## config.mk

```make
export PLATFORM = sky130hd
export DESIGN_NAME = muxn_rr_flat
export DESIGN_NICKNAME = d
export VERILOG_FILES = /design/src/rtl/muxn_rr_if.sv /design/src/rtl/muxn_rr.sv /design/src/flat_wrapper.sv
export SDC_FILE = /design/constraint.sdc
export NUM_CORES = 1
export LEC_CHECK = 0
export ABC_AREA = 1
export CAP_MARGIN = 0
export CORE_UTILIZATION = 38
export DETAILED_ROUTE_END_ITERATION = 10
export PLACE_DENSITY = 0.75
export SETUP_SLACK_MARGIN = 0.02
export SKIP_CTS_REPAIR_TIMING = 1
export SLEW_MARGIN = 25
export SYNTH_ARGS = -nofsm -noshare
export SYNTH_HDL_FRONTEND = slang
export SYNTH_SLANG_ARGS = --single-unit
```

## constraint.sdc

```tcl
create_clock -name clk -period 2.1 [get_ports clk]
set_input_delay 0.42 -clock clk [delete_from_list [all_inputs] [get_ports clk]]
set_output_delay 0.42 -clock clk [all_outputs]
set_load 0.1 [all_outputs]
```

## src/rtl/muxn_rr_if.sv

```systemverilog
// Stream bundle between N producers, the muxn_rr arbiter and one consumer.
// The slave modport is the multiplexer side; master is the surrounding environment.
interface muxn_rr_if #(
  parameter int W = 4,
  parameter int N = 4
);
  localparam int CW = $clog2(N);

  logic [N-1:0]   in_valid;
  logic [N*W-1:0] in_data;
  logic [N-1:0]   in_ready;
  logic           out_valid;
  logic [W-1:0]   out_data;
  logic [CW-1:0]  out_ch;
  logic           out_ready;

  modport master (
    output in_valid, in_data, out_ready,
    input  in_ready, out_valid, out_data, out_ch
  );

  modport slave (
    input  in_valid, in_data, out_ready,
    output in_ready, out_valid, out_data, out_ch
  );
endinterface

```

## src/rtl/muxn_rr.sv

```systemverilog
// N-channel registered stream multiplexer with round-robin (RR=1) or
// lowest-index-first (RR=0) arbitration into a single output register.
module muxn_rr #(
  parameter int W  = 4,
  parameter int N  = 4,
  parameter int RR = 1
) (
  input  logic      clk,
  input  logic      rst,
  muxn_rr_if.slave  bus
);
  localparam int CW = $clog2(N);

  logic          r_outValid;
  logic [W-1:0]  r_outData;
  logic [CW-1:0] r_outCh;
  logic [CW-1:0] r_ptr;

  logic          w_load;
  logic          w_any;
  logic [CW-1:0] w_start;
  logic [CW:0]   w_cand;
  logic [CW-1:0] w_gIdx;
  logic [N-1:0]  w_grant;
  logic [W-1:0]  w_gData;
  logic [CW-1:0] w_ptrNext;

  assign w_load  = !r_outValid || bus.out_ready;
  assign w_start = (RR != 0) ? r_ptr : '0;

  // Scan upward from the start channel with explicit wrap so any N works.
  always_comb begin
    w_any  = 1'b0;
    w_gIdx = '0;
    w_cand = '0;
    for (int k = 0; k < N; k++) begin
      w_cand = {1'b0, w_start} + (CW+1)'(k);
      if (w_cand >= (CW+1)'(N))
        w_cand = w_cand - (CW+1)'(N);
      if (!w_any && bus.in_valid[w_cand[CW-1:0]]) begin
        w_any  = 1'b1;
        w_gIdx = w_cand[CW-1:0];
      end
    end
  end

  always_comb begin
    w_grant = '0;
    w_gData = '0;
    if (w_any)
      w_grant[w_gIdx] = 1'b1;
    for (int i = 0; i < N; i++) begin
      if (w_gIdx == CW'(i))
        w_gData = bus.in_data[i*W +: W];
    end
  end

  assign w_ptrNext = (w_gIdx == CW'(N-1)) ? '0 : w_gIdx + CW'(1);

  // Reset suppresses ready so no source believes a word was taken.
  assign bus.in_ready  = w_grant & {N{w_load && !rst}};
  assign bus.out_valid = r_outValid;
  assign bus.out_data  = r_outData;
  assign bus.out_ch    = r_outCh;

  always_ff @(posedge clk) begin
    if (rst) begin
      r_outValid <= 1'b0;
      r_outData  <= '0;
      r_outCh    <= '0;
      r_ptr      <= '0;
    end else if (w_load) begin
      if (w_any) begin
        r_outValid <= 1'b1;
        r_outData  <= w_gData;
        r_outCh    <= w_gIdx;
        if (RR != 0)
          r_ptr <= w_ptrNext;
      end else begin
        r_outValid <= 1'b0;
      end
    end
  end
endmodule

```

## src/flat_wrapper.sv

```systemverilog
// flat-port wrapper written by rule: the top's interface ports become plain ports
module muxn_rr_flat 
#(
  parameter int W  = 4,
  parameter int N  = 4,
  parameter int RR = 1
)
  (clk, rst, bus_in_valid, bus_in_data, bus_out_ready, bus_in_ready, bus_out_valid, bus_out_data, bus_out_ch);
  muxn_rr_if #(.W(W), .N(N)) bus_i ();
  input  logic clk;
  input  logic rst;
  input wire logic [$bits(bus_i.in_valid)-1:0] bus_in_valid;
  input wire logic [$bits(bus_i.in_data)-1:0] bus_in_data;
  input wire logic [$bits(bus_i.out_ready)-1:0] bus_out_ready;
  output wire logic [$bits(bus_i.in_ready)-1:0] bus_in_ready;
  output wire logic [$bits(bus_i.out_valid)-1:0] bus_out_valid;
  output wire logic [$bits(bus_i.out_data)-1:0] bus_out_data;
  output wire logic [$bits(bus_i.out_ch)-1:0] bus_out_ch;
  assign bus_i.in_valid = bus_in_valid;
  assign bus_i.in_data = bus_in_data;
  assign bus_i.out_ready = bus_out_ready;
  assign bus_in_ready = bus_i.in_ready;
  assign bus_out_valid = bus_i.out_valid;
  assign bus_out_data = bus_i.out_data;
  assign bus_out_ch = bus_i.out_ch;
  muxn_rr #(.W(W), .N(N), .RR(RR)) u_core (.clk(clk), .rst(rst), .bus(bus_i));
endmodule
```

==> run summary <==
Initial Utilization - 40.66%
Post-synth top cells - 39 x nand2_1, 20 x inv_1, 14 x nand3_1, 13 x o21ai_0, 11 x a21oi_1
Max cap viols - 0
NumNets Final - 221
Pin count of the biggest net entering global routing - 16
Worst Path Buf+Inv - 4
Pins Over Slew Limit - 0
Avg Synthesized Cell Area - 5.925 sq um
Placed instance area - 1408 sq um
Clk_skew - 0.006156 ns
Grt total ovfl - 0
Die Area - 2309 sq um
DRT iter0 DRCs - 15
Num CTS Buffers - 3
Port bufs - 33
Met2 Usage GRT - 41.35%
GRT Resource Usage Total - 23.73%
Latest clock arrival within the worst-skew pair - 0.27 ns
Status - finished with violations
# DRC - 0
IO Pins - 34
Failing checks - setup timing
P&R area growth vs syn - 101.2%
Max H-tree Level - 1
Fillers - 126
Cell taking the most area after synthesis - dfxtp_1
Setup TNS - -3.145 ns
Kind of critical path - register to primary output
Setup-failing EPs final - 9
CTS root buf - clkbuf_4
Hold WS - 0.5212 ns
Slew headroom - 81.81%
GPL Wtd Cong - 0.8413
Synth Net Count - 163
Design area - 1622 sq um
Post-synth EDFFs - 0
CTS tree - done
Worst hold path type - register to register
CP Launch Type - register
Met3 Usage GRT - 2.264%
Slowest stage delay, CP - 0.39 ns
Total Wirelength - 3.005 mm
Share of cells above drive strength 1 - 47.67%
Hold Fails Final Rpt - 0
Crit path arrival time - 2.16 ns
Met1 usage - 28.86%
Count of cell types in the netlist - 17
Worst setup EP type - primary output
Core ar. - 1982 sq um
Most Crowded Layer GR - met2
Critical path fanouts, max - 6
Post-layout min period - 2.585 ns
Vias - 1128
Hpwl dp - 2.001 mm
Global-route wire length before repair - 3.815 mm
Achievable clock frequency - 0.3868 GHz
CTS Buffer Depth - 2
Worst path required time - 1.68 ns
Synth async-reset ratio - 0%
1st-pass router iterations - 4
Most frequent cell after synthesis - nand2_1
Initial antenna violation count - 0
Post-route worst setup slack - -0.4850 ns
Ys flop type - dfxtp_1
Cell family with most CP delay - simple AND/OR/NAND/NOR gates
Die extent in y - 48.05 um
Crit-path most repeated cell - nand2_2
Final ANT Viol Nets - 0
Tightest Pin Transition - 0.2715 ns
Synth warnings - 0
Cell count after synthesis - 136
Via/cell ratio - 5.127
Period Utilization, post-route - 123.1%
Worst path cell trace - buf_6 > nand2_2 > nand2_2 > nand2_2 > nand2_2 > nor2_4 > nand4_1 > nand3_4 > inv_4 > ha_4 > nand3_4 > clkinvlp_4 > buf_12
Std-Cell Rows - 16
Register area share after synthesis - 22.36%
Num Clock Sinks - 9
Number of global-route vias before repair - 961
WL per Instance - 13.66 um
Diodes inserted - 0
Die X - 48.05 um
FF+latch count, synth - 9
Post-synthesis cell area - 805.8 sq um
Clk slew on worst S/H paths - 0.06 ns
Unrepaired setup endpoints after global routing - true
CP max-delay cell - dfxtp_4
Top cells by area, synth - dfxtp_1 22%, nand2_1 18%, inv_1 9.3%
Yosys top cell area share - 22.36%
-- per-stage QoR --
stage,cells,util (%),setup slack (ns)
after detailed placement,212,71.02,-0.5666
after floorplan,136,-,-0.1332
final,220,81.82,-0.4850
after global placement,212,71.02,-0.4968
after CTS,216,72.35,-0.5752
after global routing,220,81.82,-0.5643
-- placed cells by master, fill, tap and decap left out --
cell / instances
clkbuf_1: 1
dfxtp_4: 2
clkbuf_4: 3
nor2_4: 1
a21oi_1: 6
a21oi_2: 5
ha_4: 4
o21ai_2: 2
clkdlybuf4s50_1: 18
nor2_1: 6
o21ai_1: 11
buf_6: 5
o21ai_0: 5
inv_1: 10
nand2_1: 25
nand3_2: 5
buf_4: 23
inv_6: 2
inv_2: 5
inv_4: 1
a31oi_1: 1
dfxtp_1: 6
dlymetal6s2s_1: 4
nand2_4: 5
nand4_1: 1
nand3_4: 4
buf_12: 4
nand2_2: 14
clkinvlp_4: 5
dfxtp_2: 1
clkinvlp_2: 1
nand3_1: 7
-- tightest hold or removal path, stage by stage (launching register included) --
cell and delay, ns:
dfxtp_1 0.31, o21ai_1 0.12, a21oi_1 0.05
-- sequential cells by signal, indices dropped and copies added (netlist names) --
register	cells
u_core.bus.out_valid	1
u_core.bus.out_data	4
u_core.bus.out_ch	2
u_core.r_ptr	2
-- path summary, 6_finish.rpt --
check                    startpoint                endpoint  slack (ns)  cells past startpoint
max                 u_core.r_ptr[0]         bus_in_ready[1]       -0.48                     13
max reg2reg         u_core.r_ptr[0]  u_core.bus.out_data[2]       -0.33                     18
min reg2reg  u_core.bus.out_data[2]  u_core.bus.out_data[2]        0.52                      2
min          u_core.bus.out_data[2]  u_core.bus.out_data[2]        0.52                      2
-- final cells by class --
type	count	area [sq um]	area share, %
clock buffer	4	26.28	1.620
inverter	23	117.6	7.253
multi-input combinational	102	710.7	43.83
sequential	9	188.9	11.65
tap	27	33.78	2.083
timing repair buffer	54	539.3	33.26
timing repair inverter	1	5.005	0.3086
-- cell families (layout without fill, tap and decap cells) --
family	Yosys count	count (layout)	share of synthesized area [%]
simple gates	68	68	39.13
compound gates	30	30	18.79
buf+inv	25	82	13.51
flops	9	9	22.36
fa+ha+maj	4	4	6.211
-- routing by layer --
layer / wire length (um) / share of wire [%] / vias up
met5: 0 / 0 / -
met4: 120 / 4.0 / 0
met3: 100 / 3.3 / 13
met2: 1558 / 52 / 35
met1: 1226 / 41 / 528
li1: - / - / 552
Power is not shown: default switching activity piles up to over one toggle a cycle in this logic, so the estimate is an artifact.
